$ cat config.mk
export PLATFORM = sky130hd
export DESIGN_NAME = axi_lite_dbg_master
export DESIGN_NICKNAME = d
export VERILOG_FILES = /design/src/rtl/axi_dbg_pkg.sv /design/src/rtl/axi_dbg_txbuf.sv /design/src/rtl/axi_lite_dbg_master.sv
export SDC_FILE = /design/constraint.sdc
export NUM_CORES = 1
export LEC_CHECK = 0
export ABC_AREA = 1
export ABC_CLOCK_PERIOD_IN_PS = 3300
export BUFFER_PORTS_ARGS = -buffer_cell sky130_fd_sc_hd__buf_4
export CAP_MARGIN = 30
export CORE_ASPECT_RATIO = 0.9
export CORE_UTILIZATION = 38
export CTS_CLUSTER_DIAMETER = 60
export CTS_CLUSTER_SIZE = 28
export DETAILED_ROUTE_END_ITERATION = 12
export PLACE_DENSITY = 0.59
export SETUP_SLACK_MARGIN = 0.5
export SLEW_MARGIN = 10
export SYNTH_ARGS = -nofsm -noshare
export SYNTH_HDL_FRONTEND = slang
export SYNTH_HIERARCHICAL = 1
export SYNTH_SLANG_ARGS = --single-unit
$ cat constraint.sdc
create_clock -name clk -period 3.3 [get_ports clk]
set_clock_uncertainty 0.05 [all_clocks]
set_input_delay 0.66 -clock clk [delete_from_list [all_inputs] [get_ports clk]]
set_output_delay 0.66 -clock clk [all_outputs]
set_load 0.1 [all_outputs]
$ cat src/rtl/axi_dbg_pkg.sv
// Shared types and constants for the AXI4-Lite debug bridge.
// FSM state enum, command/reply bytes, AXI response codes.
package axi_dbg_pkg;

  typedef enum logic [3:0] {
    S_IDLE,
    S_GET_ADDR,
    S_GET_DATA,
    S_GET_STRB,
    S_AXI_WR,
    S_AXI_B,
    S_AXI_AR,
    S_AXI_R,
    S_SEND
  } state_t;

  localparam logic [7:0] CMD_WR     = 8'h57;
  localparam logic [7:0] CMD_RD     = 8'h52;
  localparam logic [7:0] RSP_BADCMD = 8'hEE;

  localparam logic [1:0] RESP_OKAY   = 2'b00;
  localparam logic [1:0] RESP_SLVERR = 2'b10;
  localparam logic [1:0] RESP_DECERR = 2'b11;

endpackage

$ cat src/rtl/axi_dbg_txbuf.sv
// Reply buffer: up to 5 bytes, shifted out LSB byte first.
// Ports: load/load_data/load_cnt, tx_byte/tx_valid/tx_ready, last.
module axi_dbg_txbuf
  import axi_dbg_pkg::*;
(
  input  logic        clk,
  input  logic        nrst,
  input  logic        load,
  input  logic [39:0] load_data,
  input  logic [2:0]  load_cnt,
  output logic [7:0]  tx_byte,
  output logic        tx_valid,
  input  logic        tx_ready,
  output logic        last
);

  logic [39:0] sh_q;
  logic [2:0]  cnt_q;

  always_ff @(posedge clk) begin
    if (!nrst) begin
      sh_q  <= '0;
      cnt_q <= '0;
    end else if (load) begin
      sh_q  <= load_data;
      cnt_q <= load_cnt;
    end else if (tx_valid && tx_ready) begin
      sh_q  <= {8'h00, sh_q[39:8]};
      cnt_q <= cnt_q - 3'd1;
    end
  end

  assign tx_byte  = sh_q[7:0];
  assign tx_valid = (cnt_q != 3'd0);
  assign last     = (cnt_q == 3'd1);

endmodule

$ cat src/rtl/axi_lite_dbg_master.sv
// Byte-stream driven AXI4-Lite debug master (host peek/poke).
// Ports: rx byte strobe in, tx byte handshake out, AXI4-Lite master.
// Optional inter-byte timeout: define AXI_DBG_TIMEOUT_EN.
module axi_lite_dbg_master
  import axi_dbg_pkg::*;
#(
  parameter int ADDR_WIDTH     = 32,
  parameter int DATA_WIDTH     = 32,
  parameter int TIMEOUT_CYCLES = 100000
) (
  input  logic                  clk,
  input  logic                  nrst,
  input  logic [7:0]            rx_byte,
  input  logic                  rx_valid,
  output logic [7:0]            tx_byte,
  output logic                  tx_valid,
  input  logic                  tx_ready,
  output logic [ADDR_WIDTH-1:0] awaddr,
  output logic [2:0]            awprot,
  output logic                  awvalid,
  input  logic                  awready,
  output logic [DATA_WIDTH-1:0] wdata,
  output logic [3:0]            wstrb,
  output logic                  wvalid,
  input  logic                  wready,
  input  logic [1:0]            bresp,
  input  logic                  bvalid,
  output logic                  bready,
  output logic [ADDR_WIDTH-1:0] araddr,
  output logic [2:0]            arprot,
  output logic                  arvalid,
  input  logic                  arready,
  input  logic [DATA_WIDTH-1:0] rdata,
  input  logic [1:0]            rresp,
  input  logic                  rvalid,
  output logic                  rready
);

  state_t      state, next;
  logic [1:0]  cnt_q;
  logic        is_wr_q;
  logic [31:0] addr_q;
  logic [31:0] data_q;
  logic [3:0]  strb_q;
  logic        aw_done, w_done;
  logic        aw_ok, w_ok;
  logic        txb_load, txb_last;
  logic [39:0] txb_data;
  logic [2:0]  txb_cnt;
  logic        tmo_hit;

`ifdef AXI_DBG_TIMEOUT_EN
  localparam int TW = $clog2(TIMEOUT_CYCLES + 1);
  logic [TW-1:0] tmo_q;
  logic          in_get;

  assign in_get = (state == S_GET_ADDR) ||
                  (state == S_GET_DATA) ||
                  (state == S_GET_STRB);

  always_ff @(posedge clk) begin
    if (!nrst || rx_valid || !in_get)
      tmo_q <= '0;
    else
      tmo_q <= tmo_q + TW'(1);
  end

  // a byte arriving on the expiry cycle still counts
  assign tmo_hit = in_get && !rx_valid &&
                   (tmo_q == TW'(TIMEOUT_CYCLES));
`else
  logic unused_tmo;
  assign unused_tmo = (TIMEOUT_CYCLES == 0);
  assign tmo_hit    = 1'b0;
`endif

  assign awvalid = (state == S_AXI_WR) && !aw_done;
  assign wvalid  = (state == S_AXI_WR) && !w_done;
  assign aw_ok   = aw_done || (awvalid && awready);
  assign w_ok    = w_done || (wvalid && wready);
  assign bready  = (state == S_AXI_B);
  assign arvalid = (state == S_AXI_AR);
  assign rready  = (state == S_AXI_R);
  assign awaddr  = addr_q[ADDR_WIDTH-1:0];
  assign araddr  = addr_q[ADDR_WIDTH-1:0];
  assign wdata   = data_q[DATA_WIDTH-1:0];
  assign wstrb   = strb_q;
  assign awprot  = 3'b000;
  assign arprot  = 3'b000;

  always_comb begin
    next     = state;
    txb_load = 1'b0;
    txb_data = '0;
    txb_cnt  = 3'd1;
    unique case (state)
      S_IDLE: begin
        if (rx_valid) begin
          if (rx_byte == CMD_WR || rx_byte == CMD_RD) begin
            next = S_GET_ADDR;
          end else begin
            next     = S_SEND;
            txb_load = 1'b1;
            txb_data = {32'h0, RSP_BADCMD};
          end
        end
      end
      S_GET_ADDR: begin
        if (rx_valid && cnt_q == 2'd3)
          next = is_wr_q ? S_GET_DATA : S_AXI_AR;
      end
      S_GET_DATA: begin
        if (rx_valid && cnt_q == 2'd3)
          next = S_GET_STRB;
      end
      S_GET_STRB: begin
        if (rx_valid)
          next = S_AXI_WR;
      end
      S_AXI_WR: begin
        if (aw_ok && w_ok)
          next = S_AXI_B;
      end
      S_AXI_B: begin
        if (bvalid) begin
          next     = S_SEND;
          txb_load = 1'b1;
          txb_data = {32'h0, 6'b0, bresp};
        end
      end
      S_AXI_AR: begin
        if (arready)
          next = S_AXI_R;
      end
      S_AXI_R: begin
        if (rvalid) begin
          next     = S_SEND;
          txb_load = 1'b1;
          txb_data = {rdata[31:0], 6'b0, rresp};
          txb_cnt  = 3'd5;
        end
      end
      S_SEND: begin
        if (tx_valid && tx_ready && txb_last)
          next = S_IDLE;
      end
      default: next = S_IDLE;
    endcase
    if (tmo_hit)
      next = S_IDLE;
  end

  always_ff @(posedge clk) begin
    if (!nrst) begin
      state   <= S_IDLE;
      cnt_q   <= '0;
      is_wr_q <= 1'b0;
      addr_q  <= '0;
      data_q  <= '0;
      strb_q  <= '0;
      aw_done <= 1'b0;
      w_done  <= 1'b0;
    end else begin
      state <= next;
      if (state == S_IDLE) begin
        cnt_q <= '0;
        if (rx_valid)
          is_wr_q <= (rx_byte == CMD_WR);
      end
      // fields fill LSB first by shifting in at the top
      if (rx_valid && state == S_GET_ADDR) begin
        addr_q <= {rx_byte, addr_q[31:8]};
        cnt_q  <= cnt_q + 2'd1;
      end
      if (rx_valid && state == S_GET_DATA) begin
        data_q <= {rx_byte, data_q[31:8]};
        cnt_q  <= cnt_q + 2'd1;
      end
      if (rx_valid && state == S_GET_STRB)
        strb_q <= rx_byte[3:0];
      aw_done <= (next == S_AXI_WR) && aw_ok;
      w_done  <= (next == S_AXI_WR) && w_ok;
    end
  end

  axi_dbg_txbuf u_txbuf (
    .clk       (clk),
    .nrst      (nrst),
    .load      (txb_load),
    .load_data (txb_data),
    .load_cnt  (txb_cnt),
    .tx_byte   (tx_byte),
    .tx_valid  (tx_valid),
    .tx_ready  (tx_ready),
    .last      (txb_last)
  );

endmodule

Word level (Yosys, flattened, before mapping)
Index checks and enable logic that the tools add are counted.
{"block": "classes", "add_sub_neg": 2, "n_mux": 31, "n_reduce_logical": 23, "eq_ne": 13}
{"op": "2-to-1 mux 40 bit", "n": 3}
{"op": "one-hot mux 40 bit (3 select lines)", "n": 1}
{"op": "2-to-1 mux 4 bit", "n": 10}
{"op": "one-hot mux 4 bit (9 select lines)", "n": 1}
{"op": "equality test 4 x 3 -> 1 bit, second input constant", "n": 5}
{"op": "equality test 8 x 7 -> 1 bit, second input constant", "n": 2}
{"op": "2-to-1 mux 8 bit", "n": 2}
{"op": "2-to-1 mux 3 bit", "n": 5}
{"op": "logical AND 1 bit", "n": 13}
{"op": "equality test 4 x 2 -> 1 bit, second input constant", "n": 2}
{"op": "2-to-1 mux 2 bit", "n": 4}
{"op": "nonzero test 3 bit", "n": 2}
{"op": "equality test 4 x 1 -> 1 bit, second input constant", "n": 1}
{"op": "equality test 4 bit, second input constant", "n": 1}
{"op": "zero test 4 bit", "n": 1}
{"op": "2-to-1 mux 1 bit", "n": 4}
{"op": "equality test 3 x 1 -> 1 bit, second input constant", "n": 1}
{"op": "logical OR 1 bit", "n": 3}
{"op": "one-hot mux 1 bit (3 select lines)", "n": 1}
{"op": "subtractor 3 x 1 -> 3 bit, second input constant", "n": 1}
{"op": "adder 2 x 1 -> 2 bit, second input constant", "n": 1}
{"op": "equality test 2 bit, second input constant", "n": 1}
{"op": "zero test 1 bit", "n": 2}
{"op": "AND reduction 2 bit", "n": 1}
{"op": "nonzero test 2 bit", "n": 1}
{"block": "totals", "out_inout_bits": 120, "regBits": 120}

Depth between registers and ports, before layout
Gate-level depths: netlist of the first run.
{"block": "logic_depth", "depth_word": 9, "mapped_depth": 12, "ltp_nobuf": 11}

Hierarchy
Netlist of the first run, hierarchy kept.
{"module": "axi_lite_dbg_master", "area_per_inst_um2": 3734.8, "seq_area_each_um2": 1541.5, "cells_per_inst": 523, "instances": 1}
{"module": "axi_dbg_txbuf", "area_per_inst_um2": 2102.0, "seq_area_each_um2": 860.8, "cells_per_inst": 319, "instances": 1}

Worst setup path before layout of the first run
Ideal clock, no wire load.
{"block": "synth_timing", "path_type": "reg-to-reg", "from": "reg state[0]", "to": "reg u_txbuf.cnt_q[1]", "path_buffers": 2, "stages_incl_launch_ff": 10, "t_arrival_ns": 3.787, "slack_ns": -0.653, "cell_sequence": "dfxtp_1 inv_2 nor3_1 nand2_1 nand3_1 buf_4 buf_2 o21ai_0 nor2_1 nor2_1"}
{"block": "synth_between", "elab_chain_cells": 3}
{"item": "start: declaration", "line": "axi_lite_dbg_master.sv:39", "source": "state_t state, next;"}
{"item": "start signal: assignment", "line": "axi_lite_dbg_master.sv:164", "source": "state <= next;"}
{"item": "equality test 4 x 3 -> 1 bit (*)"}
{"item": "via bready", "line": "axi_lite_dbg_master.sv:28", "source": "output logic bready,"}
{"item": "one-hot mux 1 bit (3 select lines) (*)", "line": "axi_lite_dbg_master.sv:96", "source": "unique case (state)"}
{"item": "via txb_load", "line": "axi_lite_dbg_master.sv:47", "source": "logic txb_load, txb_last;"}
{"item": "2-to-1 mux 3 bit or nonzero test 2 bit (tied branches)"}
{"item": "end signal: assignment", "line": "axi_dbg_txbuf.sv:26", "source": "cnt_q <= load_cnt;"}
{"item": "end signal: assignment", "line": "axi_dbg_txbuf.sv:29", "source": "cnt_q <= cnt_q - 3'd1;"}
{"item": "end: declaration", "line": "axi_dbg_txbuf.sv:18", "source": "logic [2:0] cnt_q;"}
The timed path passes the listed nets; every way through them passes the cells marked *.
A chain may end at the register's enable or synchronous reset.

Worst setup path in the final report of the first run
{"block": "layout_timing", "from": "reg state[2]", "to": "out awvalid"}
{"block": "layout_between", "elab_chain_cells": 2}
{"item": "equality test 4 x 3 -> 1 bit", "line": "axi_lite_dbg_master.sv:77", "source": "assign awvalid = (state == S_AXI_WR) && !aw_done;"}
{"item": "logical AND 1 bit", "line": "axi_lite_dbg_master.sv:77"}
{"item": "end: declaration", "line": "axi_lite_dbg_master.sv:20", "source": "output logic awvalid,"}
No other way between the ends.

==> reports/metrics.yaml, run 1 <==
status: "completed"
slew_viol_final: 0
crit_fanout: 7
h-tree-depth: 4
dr_total_vias: 5112
yosysSeqAreaShare_pct: 41.2
r2r-end: "u_txbuf/cnt_q[1]$_SDFFE_PN0P_"
final_nets: 1013
ys_top_cells_by_area: "dfxtp_1 (41%), nand2_1 (14%), nor2_1 (7.3%)"
first_global_vias: 4648
post-place-ws_ns: 0.534
ant_nets: 0
grt_max_degree: 69
numCtsBuffers: 17
critPathBufInv: 2
synth_top_area_cell: "dfxtp_1"
ir_drop_mv: 0.363
synthDistinctLibCells: 31
hp-class: "flop to flop"
io_pins: 173
slew_headroom_pct: 49.3
avgSynthCellArea_um2: 6.93
fin_setup_tns_ns: 0
rsz0062_at_grt: "false"
worst_pin_slew_ns: 0.760
coreArea_um2: 14900
holdPathStages: 2
synth_top_area_share_pct: 41.2
critPathCapture: "awvalid"
grt.total_usage_pct: 18.3
grt_pass1_wl_mm: 23.1
cap_violations: 0
routed_via_density: 4.38
cts_tree: "done"
io_buffers: 166
start_util_pct: 39.2
r2r_cells: 9
gp_congestion: 0.779
path_clk_slew_ns: 0.05
hold_buffers: 0
die-height_um: 120
p_per_area_nw_per_um2: 510
row_count: 42
cts-root-buf: "clkbuf_16"
clock_sinks: 120
antenna_found_initial: 0
cpPeakStageDelay_ns: 0.40
r2r-start: "state[1]$_SDFF_PN0_"
cp_slowest_cell: "dfxtp_1"
p_leak_nw: 3.57
remaining_drc_errors: 0
final_hold_viol_count: 0
grt_overflow: 0
wirelength_mm: 13.8
fin_crit_ns: 2.35
die-area_um2: 15900
reg2reg_slack_ns: 1.00
end_kind: "output pin"
cp.depth: 5
detail_route.wl_per_cell_um: 11.8
synthToLayoutAreaGrowth_pct: 27.1
clkLatencyLatePin_ns: 0.41
crit_chain: "inv_1, nor2_4, nand2_1, nor2_1, buf_4"
ys_warn_count: 6
cpLargestDelayFamily: "buffers and inverters"
fmax_ghz: 0.426
worstPathArrival_ns: 1.64
dr.pass1.iters: 4
cts_setup_buffers: 0
cts-resized-gates: 0
drive_gt1_share_pct: 24.7
fin_ws_ns: 0.954
n_antenna_cell: 0
post-route-period-util_pct: 71.1
fill_cells: 1578
clock_path_buffers: 2
start_kind: "flop"
crit_type: "flop to output pin"
ys_ff_latch: 120
drtIter0Drc: 270
crit_required_ns: 2.59
startpoint: "state[2]$_SDFF_PN0_"
setup_viol: 0
die_w_um: 133
syn-cell-area_um2: 5840
dpl.hpwl_mm: 9.47
netlist_instances: 842
## layout by cell type (no fill, tap or decap)
cell / synthesis / final
clkinv_4: 0 / 1
nand2_1: 218 / 218
ha_1: 4 / 4
inv_6: 0 / 3
inv_4: 1 / 1
inv_1: 89 / 89
nand4_1: 3 / 3
nand3_2: 1 / 1
clkinvlp_4: 0 / 5
o21ai_0: 68 / 68
clkbuf_8: 2 / 2
clkinv_2: 0 / 1
conb_1: 2 / 9
nand3_1: 19 / 19
o21ai_1: 2 / 2
bufinv_16: 0 / 3
a32o_1: 1 / 1
dfxtp_1: 120 / 120
a21oi_2: 2 / 2
nand2_4: 3 / 3
a31oi_1: 1 / 1
a21oi_1: 80 / 80
inv_2: 6 / 6
nor2_2: 2 / 3
nor3_4: 0 / 1
nor2_4: 5 / 5
nor2_1: 114 / 113
a21oi_4: 1 / 1
a41oi_2: 1 / 1
buf_4: 48 / 176
clkinv_1: 2 / 2
xnor2_1: 1 / 1
nand2_2: 6 / 6
clkbuf_16: 0 / 17
buf_12: 0 / 1
## worst min-delay path by stage
stage	endpoint	slack [ns]	from
finish	u_txbuf/sh_q[11]$_SDFFE_PN0P_	0.41	u_txbuf/sh_q[11]$_SDFFE_PN0P_
global route	u_txbuf/sh_q[31]$_SDFFE_PN0P_	0.43	u_txbuf/sh_q[31]$_SDFFE_PN0P_
CTS	u_txbuf/sh_q[11]$_SDFFE_PN0P_	0.41	u_txbuf/sh_q[11]$_SDFFE_PN0P_
detailed placement	u_txbuf/sh_q[11]$_SDFFE_PN0P_	0.40	u_txbuf/sh_q[11]$_SDFFE_PN0P_
global placement	u_txbuf/sh_q[33]$_SDFFE_PN0P_	0.40	u_txbuf/sh_q[33]$_SDFFE_PN0P_
floorplan	u_txbuf/sh_q[25]$_SDFFE_PN0P_	0.39	u_txbuf/sh_q[25]$_SDFFE_PN0P_
## cell usage after synthesis (all sizes together)
master	count
nor3	1
a32o	1
a41oi	1
xnor2	1
a31oi	1
clkinv	2
conb	2
nand3	20
buf	73
a21oi	83
nand2	227
inv	96
dfxtp	120
clkbuf	16
nand4	3
nor2	121
o21ai	70
ha	4
## metrics by stage
| stage | instances | utilization (%) | hold WS, ns | instance area, um2 | power [mW] |
|---|---|---|---|---|---|
| CTS | 1167 | 49.9 | 0.411 | 7420 | 3.84 |
| global route | 1167 | 49.9 | 0.425 | 7420 | 3.95 |
| detailed placement | 1135 | 45.7 | 0.404 | 6800 | 1.91 |
| finish | 1167 | 49.9 | 0.407 | 7420 | 3.79 |
| floorplan | 849 | - | 0.389 | 5880 | 1.83 |
| global placement | 1135 | 45.7 | 0.399 | 6800 | 1.91 |
## power by group
group	internal, mW	total, mW	leakage, nW	switching (mW)
Clock	1.23	1.92	0.289	0.684
Combinational	0.113	0.396	2.32	0.282
Sequential	1.46	1.47	0.968	0.0112
Total	2.81	3.79	3.57	0.978
## tightest hold or removal path: stages (launching register included)
cell     delay (ns)
dfxtp_1        0.30
nand2_1        0.06
a21oi_1        0.05
## kinds of logic after synthesis
logic type,after synthesis,share of synthesized area [%]
and+or+nand+nor,372,26.0
buffers and inverters,187,17.7
AOI/OAI and AO/OA,156,14.0
DFF,120,41.2
adders and majority gates,4,0.857
other,2,0.129
xor gates and xnor gates,1,0.150
## per-layer routing
| metal | GRT usage (%) | vias to the layer above | share of wire (%) |
|---|---|---|---|
| met2 | 27.1 | 107 | 45 |
| li1 | - | 2784 | - |
| met3 | 5.58 | 4 | 4.4 |
| met5 | 0 | - | 0 |
| met4 | 5.89 | 0 | 0.59 |
| met1 | 25.2 | 2217 | 50 |
## area by class of cell
cell class                 count  area (um2)  share of cell area, %
tap                          198         248                   3.34
inverter                      98         370                   4.99
multi-input combinational    542        2440                   32.9
timing repair buffer         177        1340                   18.1
clock inverter                13         168                   2.26
clock buffer                  19         453                   6.10
sequential                   120        2400                   32.4
## flip-flops by register name, summed over array words and instances (netlist names)
signal         cells
u_txbuf/sh_q      40
araddr            32
wdata             32
state              4
wstrb              4
u_txbuf/cnt_q      3
cnt_q              2
aw_done            1
is_wr_q            1
w_done             1
Note: power is estimated with default switching activity, not from simulation.
==> run 2: changes to the inputs <==
--- a/config.mk
+++ b/config.mk
@@ -6,7 +6,7 @@
 export NUM_CORES = 1
 export LEC_CHECK = 0
 export ABC_AREA = 1
-export ABC_CLOCK_PERIOD_IN_PS = 3300
+export ABC_CLOCK_PERIOD_IN_PS = 1900
 export BUFFER_PORTS_ARGS = -buffer_cell sky130_fd_sc_hd__buf_4
 export CAP_MARGIN = 30
 export CORE_ASPECT_RATIO = 0.9
@@ -14,7 +14,7 @@
 export CTS_CLUSTER_DIAMETER = 60
 export CTS_CLUSTER_SIZE = 28
 export DETAILED_ROUTE_END_ITERATION = 12
-export PLACE_DENSITY = 0.59
+export PLACE_DENSITY = 0.61
 export SETUP_SLACK_MARGIN = 0.5
 export SLEW_MARGIN = 10
 export SYNTH_ARGS = -nofsm -noshare
==> constraint.sdc (replaced) <==
create_clock -name clk -period 1.9 [get_ports clk]
set_clock_uncertainty 0.05 [all_clocks]
set_input_delay 0.38 -clock clk [delete_from_list [all_inputs] [get_ports clk]]
set_output_delay 0.38 -clock clk [all_outputs]
set_load 0.1 [all_outputs]
==> reports/metrics.yaml, run 2 (synthesis gave the netlist of run 1 again) <==
end_kind: "flop"  # was output pin
final_nets: 1130  # was 1,013
drive_gt1_share_pct: 53.3  # was 24.7%
n_antenna_cell: 0  # unchanged
io_pins: 173  # unchanged
die-height_um: 120  # unchanged
p_sw_mw: 2.08  # was 0.978 mW
die_w_um: 133  # unchanged
row_count: 42  # unchanged
grt_pass1_wl_mm: 27.6  # was 23.1 mm
dr_total_vias: 6228  # was 5,112
first_global_vias: 5585  # was 4,648
start_kind: "flop"  # unchanged
numCtsBuffers: 17  # unchanged
clkLatencyLatePin_ns: 0.42  # was 0.41 ns
final_common_cell: "nand2_1"  # unchanged
p_seq_share_pct: 33.6  # was 38.9%
final_cell_mix: "nand2_1 (164), buf_4 (156), buf_12 (86)"  # was nand2_1 (218), buf_4 (176), dfxtp_1 (120)
worstPathArrival_ns: 2.24  # was 1.64 ns
cts_tree: "done"  # unchanged
start_util_pct: 39.2  # unchanged
crit_type: "flop to flop"  # was flop to output pin
die-area_um2: 15900  # unchanged
h-tree-depth: 4  # unchanged
violations: "negative setup slack"
clock_path_buffers: 2  # unchanged
status: "complete, but fails checks"  # was completed
synthToLayoutAreaGrowth_pct: 87.7  # was 27.1%
switching_share_pct: 28.0  # was 25.8%
p_per_area_nw_per_um2: 676  # was 510 nW/um2
ir_drop_mv: 0.701  # was 0.363 mV
grt_overflow: 0  # unchanged
crit_fanout: 5  # was 7
power.internal_mw: 5.33  # was 2.81 mW
routed_via_density: 4.85  # was 4.38
final_util_pct: 73.7  # was 49.9%
regMostFlops: "u_txbuf/sh_q"  # unchanged
pwr-share-comb_pct: 21.7  # was 10.4%
path_clk_slew_ns: 0.06  # was 0.05 ns
cap_violations: 0  # unchanged
coreArea_um2: 14900  # unchanged
grt.total_usage_pct: 21.9  # was 18.3%
ant_nets: 0  # unchanged
grt_max_degree: 43  # was 69
largest_reg_flops: 40  # unchanged
finalPower_mw: 7.40  # was 3.79 mW
clock_sinks: 120  # unchanged
fin_ws_ns: -0.0348  # was 0.954 ns
slew_viol_final: 0  # unchanged
rsz0062_at_grt: "true"  # was false
post-route-period-util_pct: 102
io_buffers: 166  # unchanged
dpl.hpwl_mm: 9.61  # was 9.47 mm
hold_buffers: 0  # unchanged
gp_congestion: 0.780  # was 0.779
antenna_found_initial: 0  # unchanged
setup_viol: 15  # was 0
hp-class: "input port to flop"  # was flop to flop
drtIter0Drc: 353  # was 270
dr.pass1.iters: 5  # was 4
power.share.clock_pct: 44.6  # was 50.6%
remaining_drc_errors: 0  # unchanged
detail_route.wl_per_cell_um: 16.2  # was 11.8 um
p_leak_nw: 4.94  # was 3.57 nW
hold_slack_ns: 0.195  # was 0.407 ns
fin_crit_ns: 1.93
final_hold_viol_count: 0  # unchanged
cts-root-buf: "clkbuf_16"  # unchanged
fill_cells: 950  # was 1,578
crit_required_ns: 2.20  # was 2.59 ns
fmax_ghz: 0.517
wirelength_mm: 20.8  # was 13.8 mm
run 2: cell types whose count changed in the layout (fill, tap and decap cells not counted), sizes merged:
cell | previous run | this run
clkinvlp | 5 | 4
bufinv | 3 | 2
buf | 177 | 282
clkbuf | 19 | 27
clkinv | 4 | 10
run 2: final timing paths:
check	from	to	slack, ns	depth (start not counted)
worst max-delay path	state[2]$_SDFF_PN0_	u_txbuf/cnt_q[2]$_SDFFE_PN0P_	-0.03	14
worst min register to register	u_txbuf/sh_q[14]$_SDFFE_PN0P_	u_txbuf/sh_q[14]$_SDFFE_PN0P_	0.41	2
worst max register to register	state[2]$_SDFF_PN0_	u_txbuf/cnt_q[2]$_SDFFE_PN0P_	-0.03	14
worst min-delay path	rx_byte[6]	wdata[30]$_SDFFE_PN0P_	0.19	3
run 2: routing by layer:
layer,wire length (um),track usage (%)
met1,8780,28.6
met2,10500,35.4
met3,1030,5.15
met4,512,7.83
met5,0,0
run 2: metrics by stage:
stage / TNS (ns) / instances / instance area, um2 / setup slack, ns
after floorplan: -13.91 / 849 / 6080 / -0.338
after global placement: -3.53 / 1159 / 7230 / -0.120
after detailed placement: -4.63 / 1159 / 7230 / -0.172
after CTS: 0 / 1245 / 9080 / 0.0340
after global routing: -1.67 / 1284 / 11000 / -0.101
final: -0.258 / 1284 / 11000 / -0.0348
run 2: cell type report:
| class | instances | area, um2 | share of cell area, % |
|---|---|---|---|
| Sequential cell | 120 | 2620 | 23.9 |
| Tap cell | 198 | 248 | 2.26 |
| Timing Repair Buffer | 289 | 3780 | 34.5 |
| Clock inverter | 12 | 140 | 1.28 |
| Timing Repair inverter | 5 | 97.6 | 0.891 |
| Multi-Input combinational cell | 542 | 3190 | 29.1 |
| Inverter | 98 | 408 | 3.72 |
| Clock buffer | 20 | 468 | 4.27 |
run 2: repair_timing:
action                     CTS  global route
gates cloned                14            12
gates resized for setup    131           430
setup endpoints to repair  198           226
setup buffers               40            27
pin swaps                   43            60
run 2: worst max-delay path: stages, from the launching register on:
cell and delay, ns:
dfxtp_4 0.36, buf_6 0.12, nor2_4 0.11, nand2_2 0.09, nor2_4 0.14, nand2_2 0.10
nand3_4 0.12, buf_12 0.13, inv_8 0.04, nand2_8 0.07, buf_8 0.13, buf_12 0.11
buf_16 0.11, nand2_4 0.05, a21oi_2 0.12
run 2: power groups by stage:
| stage | combinational (mW) | clock, mW | sequential [mW] |
|---|---|---|---|
| 2_1_floorplan | 0.568 | 0 | 2.57 |
| 3_3_place_gp | 0.805 | 0 | 2.57 |
| 3_5_place_dp | 0.809 | 0 | 2.57 |
| 4_1_cts | 1.34 | 3.32 | 2.51 |
| 5_1_grt | 1.68 | 3.46 | 2.49 |
| 6_report | 1.61 | 3.31 | 2.49 |
==> run 3: changes to the inputs <==
--- a/config.mk
+++ b/config.mk
@@ -6,7 +6,7 @@
 export NUM_CORES = 1
 export LEC_CHECK = 0
 export ABC_AREA = 1
-export ABC_CLOCK_PERIOD_IN_PS = 1900
+export ABC_CLOCK_PERIOD_IN_PS = 2400
 export BUFFER_PORTS_ARGS = -buffer_cell sky130_fd_sc_hd__buf_4
 export CAP_MARGIN = 30
 export CORE_ASPECT_RATIO = 0.9
@@ -14,7 +14,7 @@
 export CTS_CLUSTER_DIAMETER = 60
 export CTS_CLUSTER_SIZE = 28
 export DETAILED_ROUTE_END_ITERATION = 12
-export PLACE_DENSITY = 0.61
+export PLACE_DENSITY = 0.59
 export SETUP_SLACK_MARGIN = 0.5
 export SLEW_MARGIN = 10
 export SYNTH_ARGS = -nofsm -noshare
==> constraint.sdc (replaced) <==
create_clock -name clk -period 2.4 [get_ports clk]
set_clock_uncertainty 0.05 [all_clocks]
set_input_delay 0.48 -clock clk [delete_from_list [all_inputs] [get_ports clk]]
set_output_delay 0.48 -clock clk [all_outputs]
set_load 0.1 [all_outputs]
==> reports/metrics.yaml, run 3 (synthesis gave the netlist of run 1 again) <==
status: "completed"  # was complete, but fails checks
slew_viol_final: 0  # unchanged
dr.pass1.iters: 4  # was 5
clock_path_buffers: 2  # unchanged
post-place-ws_ns: 0.211  # was -0.172 ns
h-tree-depth: 4  # unchanged
die-height_um: 120  # unchanged
placed_area_um2: 6930  # was 7230 um2
finalPower_mw: 5.23  # was 7.40 mW
die-area_um2: 15900  # unchanged
io_buffers: 166  # unchanged
rsz0062_at_grt: "true"  # unchanged
hp-class: "input port to flop"  # unchanged
fin_crit_ns: 1.94
worstPathArrival_ns: 1.41  # was 2.24 ns
fill_cells: 1548  # was 950
fmax_ghz: 0.516
die_w_um: 133  # unchanged
ir_drop_mv: 0.458  # was 0.701 mV
post-route-period-util_pct: 80.7
p_per_area_nw_per_um2: 672  # was 676 nW/um2
p_leak_nw: 3.73  # was 4.94 nW
start_kind: "flop"  # unchanged
drive_gt1_share_pct: 31.0  # was 53.3%
reg2reg_slack_ns: 0.62  # was -0.03 ns
dpl.hpwl_mm: 9.56  # was 9.61 mm
final_nets: 1030  # was 1,130
crit_type: "flop to output pin"  # was flop to flop
cts-root-buf: "clkbuf_16"  # unchanged
routed_via_density: 4.38  # was 4.85
synthToLayoutAreaGrowth_pct: 33.5  # was 87.7%
fin_area_um2: 7790  # was 11,000 um2
wirelength_mm: 14.2  # was 20.8 mm
fin_ws_ns: 0.462  # was -0.0348 ns
cap_violations: 0  # unchanged
final_cell_mix: "nand2_1 (212), buf_4 (180), nor2_1 (109)"  # was nand2_1 (164), buf_4 (156), buf_12 (86)
numCtsBuffers: 17  # unchanged
final_common_cell: "nand2_1"  # unchanged
clock_sinks: 120  # unchanged
layout.cells.non_filler: 1184  # was 1,284
end_kind: "output pin"  # was flop
drtIter0Drc: 311  # was 353
hold_slack_ns: 0.262  # was 0.195 ns
numPlacedInstances: 1140  # was 1,159
antenna_found_initial: 0  # unchanged
grt_overflow: 0  # unchanged
largest_reg_flops: 40  # unchanged
ff_latch_area_um2: 2460  # was 2620 um2
ant_nets: 0  # unchanged
first_global_vias: 4559  # was 5,585
detail_route.wl_per_cell_um: 12.0  # was 16.2 um
grt.total_usage_pct: 18.2  # was 21.9%
fin_setup_tns_ns: 0  # was -0.258 ns
final_hold_viol_count: 0  # unchanged
setup_viol: 0  # was 15
row_count: 42  # unchanged
multi_input_area_um2: 2520  # was 3190 um2
n_antenna_cell: 0  # unchanged
grt_max_degree: 48  # was 43
dr_total_vias: 5181  # was 6,228
path_clk_slew_ns: 0.06  # about the same
start_util_pct: 39.2  # unchanged
remaining_drc_errors: 0  # unchanged
io_pins: 173  # unchanged
cts_tree: "done"  # unchanged
regMostFlops: "u_txbuf/sh_q"  # unchanged
coreArea_um2: 14900  # unchanged
clkLatencyLatePin_ns: 0.41  # was 0.42 ns
crit_required_ns: 1.87  # was 2.20 ns
hold_buffers: 0  # unchanged
final_util_pct: 52.4  # was 73.7%
grt_pass1_wl_mm: 23.0  # was 27.6 mm
gp_congestion: 0.784  # was 0.780
crit_fanout: 4  # was 5
==> run 3: cell count changes in the layout (fill, tap and decap cells not counted), moves of 26 or more <==
cell / previous run / this run
a21oi_1: 53 / 80
dfxtp_2: 7 / 33
nand2_1: 164 / 212
dfxtp_1: 57 / 83
o21ai_2: 32 / 0
o21ai_0: 26 / 68
buf_12: 86 / 7
dfxtp_4: 56 / 4
nor2_1: 74 / 109
a21oi_2: 29 / 2
==> run 3: critical path, stage by stage (launching register included) <==
cell and delay, ns:
dfxtp_4 0.36, inv_4 0.06, nand2_4 0.06, nor3_4 0.29
buf_12 0.22
==> run 3: worst paths after layout <==
path / end / startpoint / cells after the start
max: bready / state[3]$_SDFF_PN0_ / 4
min: wdata[28]$_SDFFE_PN0P_ / rx_byte[4] / 3
max reg2reg: u_txbuf/cnt_q[2]$_SDFFE_PN0P_ / state[2]$_SDFF_PN0_ / 12
min reg2reg: araddr[3]$_SDFFE_PN0P_ / araddr[3]$_SDFFE_PN0P_ / 2
==> run 3: cell type report <==
class / instances / share of cell area [%]
Clock buffer: 20 / 5.86
Clock inverter: 12 / 1.91
Inverter: 98 / 4.85
Multi-Input combinational cell: 542 / 32.3
Sequential cell: 120 / 31.6
Tap cell: 198 / 3.18
Timing Repair Buffer: 194 / 20.3
==> run 3: timing repair <==
item	4_1_cts	5_1_grt
resized for setup	32	17
buffers inserted	5	7
pin swaps	4	7
setup endpoints to repair	67	68
==> run 3: routing by layer <==
| metal | GRT usage (%) | share of wire [%] | vias to the layer above |
|---|---|---|---|
| met2 | 26.6 | 44 | 100 |
| li1 | - | - | 2809 |
| met5 | 0 | 0 | - |
| met4 | 5.17 | 0.42 | 0 |
| met1 | 25.5 | 51 | 2268 |
| met3 | 5.75 | 4.0 | 4 |
==> run 3: where the power goes <==
group | total [mW] | leakage (nW) | internal [mW] | switching [mW]
clock | 2.58 | 0.288 | 1.68 | 0.902
combinational | 0.627 | 2.45 | 0.215 | 0.413
sequential | 2.02 | 0.987 | 2.01 | 0.0150
total | 5.23 | 3.73 | 3.90 | 1.33
